$ cat config.mk
export PLATFORM = sky130hd
export DESIGN_NAME = rf_wb_arbiter
export DESIGN_NICKNAME = d
export VERILOG_FILES = /design/src/rtl/rf_arb_pkg.sv /design/src/rtl/wb_fifo.sv /design/src/rtl/rf_wb_arbiter.sv
export SDC_FILE = /design/constraint.sdc
export NUM_CORES = 1
export LEC_CHECK = 0
export BUFFER_PORTS_ARGS = -buffer_cell sky130_fd_sc_hd__buf_2
export CAP_MARGIN = 20
export CORE_ASPECT_RATIO = 1.2
export CORE_MARGIN = 2
export CORE_UTILIZATION = 26
export DETAILED_ROUTE_END_ITERATION = 10
export GPL_TIMING_DRIVEN = 0
export PLACE_DENSITY = 0.46
export SYNTH_ARGS = -nofsm -noshare
export SYNTH_HDL_FRONTEND = slang
export SYNTH_SLANG_ARGS = --single-unit
$ cat constraint.sdc
create_clock -name clk -period 3.4 [get_ports clk]
set_clock_uncertainty 0.2 [all_clocks]
set_input_delay 1.02 -clock clk [delete_from_list [all_inputs] [get_ports clk]]
set_output_delay 1.02 -clock clk [all_outputs]
set_load 0.03 [all_outputs]
$ cat src/rtl/rf_arb_pkg.sv
// Shared types for the register-file write-port arbiter: queued write payload,
// starvation FSM states and the hard-wired zero register index.
package rf_arb_pkg;

  localparam int unsigned ADDR_W   = 5;
  localparam int unsigned DATA_W   = 32;
  localparam int unsigned ZERO_REG = 0;

  typedef struct packed {
    logic [ADDR_W-1:0] addr;
    logic [DATA_W-1:0] data;
  } wb_req_t;

  typedef enum logic {
    RUN    = 1'b0,
    BUBBLE = 1'b1
  } arb_state_t;

endpackage

$ cat src/rtl/wb_fifo.sv
// Synchronous FIFO of pending long-latency writebacks; no bypass, so a pushed
// entry becomes visible at the head one cycle after the push edge.
module wb_fifo
  import rf_arb_pkg::*;
#(
  parameter int unsigned DEPTH = 4
) (
  input  logic    clk,
  input  logic    rst_n,
  input  logic    push,
  input  wb_req_t push_data,
  input  logic    pop,
  output logic    full,
  output logic    empty,
  output wb_req_t head
);

  localparam int unsigned PW = $clog2(DEPTH);
  localparam int unsigned CW = PW + 1;

  wb_req_t       mem_q [DEPTH];
  wb_req_t       mem_d [DEPTH];
  logic [PW-1:0] wr_ptr_q, wr_ptr_d;
  logic [PW-1:0] rd_ptr_q, rd_ptr_d;
  logic [CW-1:0] count_q, count_d;
  logic          do_push;
  logic          do_pop;

  assign full  = (count_q == CW'(DEPTH));
  assign empty = (count_q == CW'(0));
  assign head  = mem_q[rd_ptr_q];

  always_comb begin
    do_push  = push && !full;
    do_pop   = pop && !empty;
    mem_d    = mem_q;
    wr_ptr_d = wr_ptr_q;
    rd_ptr_d = rd_ptr_q;
    count_d  = count_q;
    if (do_push) begin
      mem_d[wr_ptr_q] = push_data;
      wr_ptr_d        = wr_ptr_q + PW'(1);
    end
    if (do_pop) begin
      rd_ptr_d = rd_ptr_q + PW'(1);
    end
    case ({do_push, do_pop})
      2'b10:   count_d = count_q + CW'(1);
      2'b01:   count_d = count_q - CW'(1);
      default: count_d = count_q;
    endcase
  end

  always_ff @(posedge clk) begin
    if (!rst_n) begin
      wr_ptr_q <= '0;
      rd_ptr_q <= '0;
      count_q  <= '0;
    end else begin
      wr_ptr_q <= wr_ptr_d;
      rd_ptr_q <= rd_ptr_d;
      count_q  <= count_d;
    end
  end

  // Payload storage needs no reset; occupancy alone defines validity.
  always_ff @(posedge clk) begin
    mem_q <= mem_d;
  end

endmodule

$ cat src/rtl/rf_wb_arbiter.sv
// Shares the single register-file write port between the in-order writeback
// (fixed priority) and a queued long-latency requester, with anti-starvation
// bubbles and a per-register pending-write scoreboard for decode.
module rf_wb_arbiter
  import rf_arb_pkg::*;
#(
  parameter int unsigned ADDRESS_WIDTH = ADDR_W,
  parameter int unsigned DATA_WIDTH    = DATA_W,
  parameter int unsigned QDEPTH        = 4,
  parameter int unsigned STARVE_LIMIT  = 8
) (
  input  logic                     clk,
  input  logic                     rst_n,
  input  logic                     a_valid,
  input  logic [ADDRESS_WIDTH-1:0] a_addr,
  input  logic [DATA_WIDTH-1:0]    a_data,
  input  logic                     b_valid,
  output logic                     b_ready,
  input  logic [ADDRESS_WIDTH-1:0] b_addr,
  input  logic [DATA_WIDTH-1:0]    b_data,
  output logic                     we3,
  output logic [ADDRESS_WIDTH-1:0] ad3,
  output logic [DATA_WIDTH-1:0]    wd3,
  output logic                     stall_req,
  input  logic                     sb_set,
  input  logic [ADDRESS_WIDTH-1:0] sb_set_addr,
  input  logic [ADDRESS_WIDTH-1:0] q_rs1,
  input  logic [ADDRESS_WIDTH-1:0] q_rs2,
  input  logic [ADDRESS_WIDTH-1:0] q_rd,
  output logic                     busy_rs1,
  output logic                     busy_rs2,
  output logic                     busy_rd
);

  localparam int unsigned NREG = 1 << ADDRESS_WIDTH;
  localparam int unsigned CW   = $clog2(STARVE_LIMIT) + 1;

  wb_req_t             push_req;
  wb_req_t             head;
  logic                fifo_full;
  logic                fifo_empty;
  logic                push;
  logic                grant_a;
  logic                grant_b;
  logic                starve_inc;
  arb_state_t          state_q, state_d;
  logic [CW-1:0]       cnt_q, cnt_d;
  logic [NREG-1:0]     sb_q, sb_d;
  logic [ADDRESS_WIDTH-1:0] head_addr;

  assign b_ready   = !fifo_full;
  assign push      = b_valid && b_ready && (b_addr != ADDRESS_WIDTH'(ZERO_REG));
  assign push_req  = '{addr: ADDR_W'(b_addr), data: DATA_W'(b_data)};
  assign head_addr = ADDRESS_WIDTH'(head.addr);

  assign grant_a    = a_valid && (a_addr != ADDRESS_WIDTH'(ZERO_REG));
  assign grant_b    = !grant_a && !fifo_empty;
  assign starve_inc = grant_a && !fifo_empty;

  wb_fifo #(
    .DEPTH (QDEPTH)
  ) u_fifo (
    .clk       (clk),
    .rst_n     (rst_n),
    .push      (push),
    .push_data (push_req),
    .pop       (grant_b),
    .full      (fifo_full),
    .empty     (fifo_empty),
    .head      (head)
  );

  // Zero-latency write-port mux; idle port drives zeros.
  always_comb begin
    we3 = 1'b0;
    ad3 = '0;
    wd3 = '0;
    if (grant_a) begin
      we3 = 1'b1;
      ad3 = a_addr;
      wd3 = a_data;
    end else if (grant_b) begin
      we3 = 1'b1;
      ad3 = head_addr;
      wd3 = DATA_WIDTH'(head.data);
    end
  end

  // Starvation FSM: a full run of A grants over a waiting queue buys one bubble.
  always_comb begin
    state_d = state_q;
    cnt_d   = cnt_q;
    case (state_q)
      RUN: begin
        if (starve_inc) begin
          if (cnt_q == CW'(STARVE_LIMIT - 1)) begin
            state_d = BUBBLE;
            cnt_d   = '0;
          end else begin
            cnt_d = cnt_q + CW'(1);
          end
        end else begin
          cnt_d = '0;
        end
      end
      BUBBLE: begin
        state_d = RUN;
        cnt_d   = '0;
      end
      default: begin
        state_d = RUN;
        cnt_d   = '0;
      end
    endcase
  end

  assign stall_req = (state_q == BUBBLE);

  // Scoreboard: a commit clears its bit, a same-cycle issue re-sets it.
  always_comb begin
    sb_d = sb_q;
    if (grant_b) begin
      sb_d[head_addr] = 1'b0;
    end
    if (sb_set) begin
      sb_d[sb_set_addr] = 1'b1;
    end
    sb_d[ZERO_REG] = 1'b0;
  end

  assign busy_rs1 = sb_q[q_rs1];
  assign busy_rs2 = sb_q[q_rs2];
  assign busy_rd  = sb_q[q_rd];

  always_ff @(posedge clk) begin
    if (!rst_n) begin
      state_q <= RUN;
      cnt_q   <= '0;
      sb_q    <= '0;
    end else begin
      state_q <= state_d;
      cnt_q   <= cnt_d;
      sb_q    <= sb_d;
    end
  end

endmodule
==> flow_summary.json <==
{
  "yosysWarnings": 0,
  "critical_path.most_common_cell": "buf_8",
  "via_count": 6226,
  "violations": "setup timing",
  "hold_violations": 0,
  "fin_crit_ns": 3.76,
  "clockBufferDepth": 2,
  "critical_path_class": "in -> out",
  "hold_path.startpoint": "cnt_q[0]$_SDFF_PP0_",
  "maxCapViolCount": 0,
  "wl_per_cell_um": 19.3,
  "cts_tree": "done",
  "worst_slack_ns": -0.359,
  "status": "complete, but fails checks",
  "fin_area_mm2": 0.0119,
  "ys.flop_type": "edfxtp_1",
  "final_net_count": 945,
  "r2r-start": "u_fifo.count_q[0]$_SDFFE_PN0P_",
  "grt_max_degree": 29,
  "final-max-slew-violation-count": 0,
  "end_kind": "output port",
  "ir_worst_vdd_uv": 382,
  "fp.dieW_um": 173,
  "pwr_density_cell_mw_per_mm2": 606,
  "htreeDepth": 4,
  "crit_fanout": 8,
  "arrival_ns": 2.54,
  "crit_chain": "buf_8 > or3_1 > o31a_1 > buf_8 > clkbuf_16 > or2_4 > buf_6",
  "numCtsBuffers": 17,
  "hold_path_depth": 1,
  "async_flop_share": 0,
  "cp.buffers_inverters": 4,
  "overflow": 0,
  "cp_slowest_cell": "or3_1",
  "r2r_end": "u_fifo.count_q[2]$_SDFFE_PN0P_",
  "leakage_nw": 4.10,
  "track_usage": 0.144,
  "crit_cells": 7,
  "p_sw_w": 0.00244,
  "synth_fp_nets": 779,
  "relSlewSlack": 0.577,
  "start_util": 0.263,
  "place.gp.congestion": 0.786,
  "critPathMaxStageDelay_ns": 0.36,
  "antenna_found_initial": 8,
  "grt_pass1_wl_um": 39300,
  "p_clk_frac": 0.279,
  "firstDrtPassIters": 5,
  "postPlaceCellArea_mm2": 0.0108,
  "coreArea_mm2": 0.0340,
  "ys_types": 51,
  "rsz0062_at_grt": "yes",
  "crit_path_start_kind": "primary input",
  "drt-initial-drc-count": 354,
  "reg2regPathDepth": 9,
  "finalWirelength_um": 25300,
  "portBuffers": 132,
  "fmax_mhz": 266,
  "insertion_delay_ns": 0.44,
  "place_hpwl_um": 17500,
  "grt_pass1_vias": 6582,
  "synth_most_common_cell": "edfxtp_1",
  "combinationalPowerShare": 0.336,
  "cts_root_buffer": "clkbuf_16",
  "synth_cells": 673,
  "viasPerCell": 4.75,
  "p_int_w": 0.00476,
  "min_path_type": "reg -> reg",
  "whs_endpoint": "cnt_q[0]$_SDFF_PP0_",
  "r2r_setup_slack_ns": 0.69,
  "pwr-share-seq": 0.385,
  "drive_gt1_frac": 0.415,
  "syn_area_mm2": 0.00893,
  "setup_viol_count_final": 39,
  "synth_top_cell_by_area": "edfxtp_1",
  "synth_common_cells": "148 x edfxtp_1, 96 x nand2_1, 71 x o21ai_0",
  "drtAntennaViolNets": 0,
  "fin_crit_sh": 1.11,
  "swShare": 0.339,
  "syn2layout_area_growth_pct": 33.1,
  "crit_family": "buffers and inverters",
  "dieArea_mm2": 0.0359,
  "syn_avg_cell_area_um2": 13.3,
  "ys_seq_area_frac": 0.594,
  "io_pins": 142,
  "synth_edf_count": 148,
  "cts_sinks": 191,
  "tightest_slew_ns": 0.634,
  "drc_errors": 0,
  "yosysTopAreaCellShare": 0.497,
  "required_ns": 2.18,
  "ys_top_cells_by_area": "edfxtp_1 50%, mux4_2 12%, dfxtp_1 9.6%, nand2_1 4.0%, o21ai_0 4.0%",
  "ys_ff_latch": 191,
  "power_w": 0.00720,
  "core.rowCount": 74,
  "die_h_um": 207,
  "cts.clk_slew.worst_paths_ns": 0.07
}
final cells by class:
class | instances | area, um^2
Fill cell | 3369 | 22100
Sequential cell | 191 | 5310
Multi-Input combinational cell | 425 | 3950
Timing Repair Buffer | 148 | 1050
Tap cell | 456 | 571
Clock buffer | 18 | 429
Buffer | 46 | 388
Clock inverter | 14 | 155
Inverter | 10 | 40.0
Antenna cell | 4 | 10.0
registers in the layout, indices dropped and copies added (netlist names):
name	cells
u_fifo.mem_q	148
u_fifo.wr_ptr_q	2
sb_q	31
u_fifo.rd_ptr_q	2
cnt_q	4
u_fifo.count_q	3
stall_req	1
stage by stage:
| step | setup TNS (ns) | setup WS [ns] | hold WS [ns] | utilization | std cells |
|---|---|---|---|---|---|
| 3_3_place_gp | -94.67 | -0.544 | 0.227 | 0.315 | 1261 |
| 3_5_place_dp | -17.62 | -0.507 | 0.235 | 0.318 | 1265 |
| 2_1_floorplan | -0.560 | -0.0409 | 0.218 | - | 673 |
| 5_1_grt | -12.67 | -0.380 | 0.289 | 0.350 | 1309 |
| 6_report | -11.65 | -0.359 | 0.245 | 0.350 | 1312 |
| 4_1_cts | -13.62 | -0.425 | 0.250 | 0.344 | 1304 |
power groups by stage:
stage / Clock, W / Combinational (W) / Sequential [W]
floorplan: 0 / 0.00160 / 0.00281
global placement: 0 / 0.00225 / 0.00283
detailed placement: 0 / 0.00228 / 0.00282
CTS: 0.00206 / 0.00242 / 0.00277
global route: 0.00216 / 0.00262 / 0.00279
finish: 0.00201 / 0.00242 / 0.00277
logic make-up after synthesis:
logic type,synth area share
xor+xnor,0.00686
flops,0.594
mux,0.156
compound gates,0.0844
buf+inv,0.0281
simple gates,0.120
fa+ha+maj,0.0106
repair_timing:
| action | 4_1_cts | 5_1_grt |
|---|---|---|
| pin swaps | 12 | 9 |
| resized for setup | 76 | 61 |
| hold buffers | 0 | 0 |
| gates cloned | 2 | 0 |
| setup buffers | 5 | 5 |
| setup endpoints to repair | 41 | 41 |
layer usage:
layer | share of wire | global-route usage | vias to the layer above | wire length (um)
met5 | 0.0020 | 0 | - | 50
met4 | 0.011 | 0.0397 | 8 | 290
met3 | 0.055 | 0.0336 | 24 | 1400
met2 | 0.50 | 0.247 | 175 | 12700
met1 | 0.43 | 0.183 | 3110 | 10800
li1 | - | - | 2909 | -
cells in the final DEF (no fill, tap or decap), types with 4 or more instances in the layout:
cell	count
clkbuf_8	4
a21oi_1	4
o21ai_0	33
buf_8	4
nand2_2	29
and2_1	6
mux2i_1	14
and2_2	4
inv_1	9
inv_6	4
a41oi_1	12
ha_1	6
mux4_2	49
a41oi_2	6
nand3_1	4
buf_2	94
or3b_2	5
o21ai_4	35
a31oi_1	15
nand3b_1	11
buf_4	45
buf_6	17
or3_1	4
edfxtp_1	148
xnor2_1	5
nor2_1	58
mux4_1	5
diode_2	4
nand4_1	7
dfxtp_1	43
clkbuf_16	20
buf_12	7
nand2_1	65
clkbuf_1	16
worst max-delay path by stage:
stage                    from                         end  slack, ns
global route        a_addr[3]                         we3      -0.38
floorplan           a_addr[3]                         we3      -0.04
detailed placement  a_addr[3]                     wd3[13]      -0.51
finish              a_addr[3]                         we3      -0.36
global placement    b_addr[1]  u_fifo.mem_q[45]$_DFFE_PP_      -0.54
CTS                 a_addr[2]                         we3      -0.42
(Power assumes the default switching activity.)
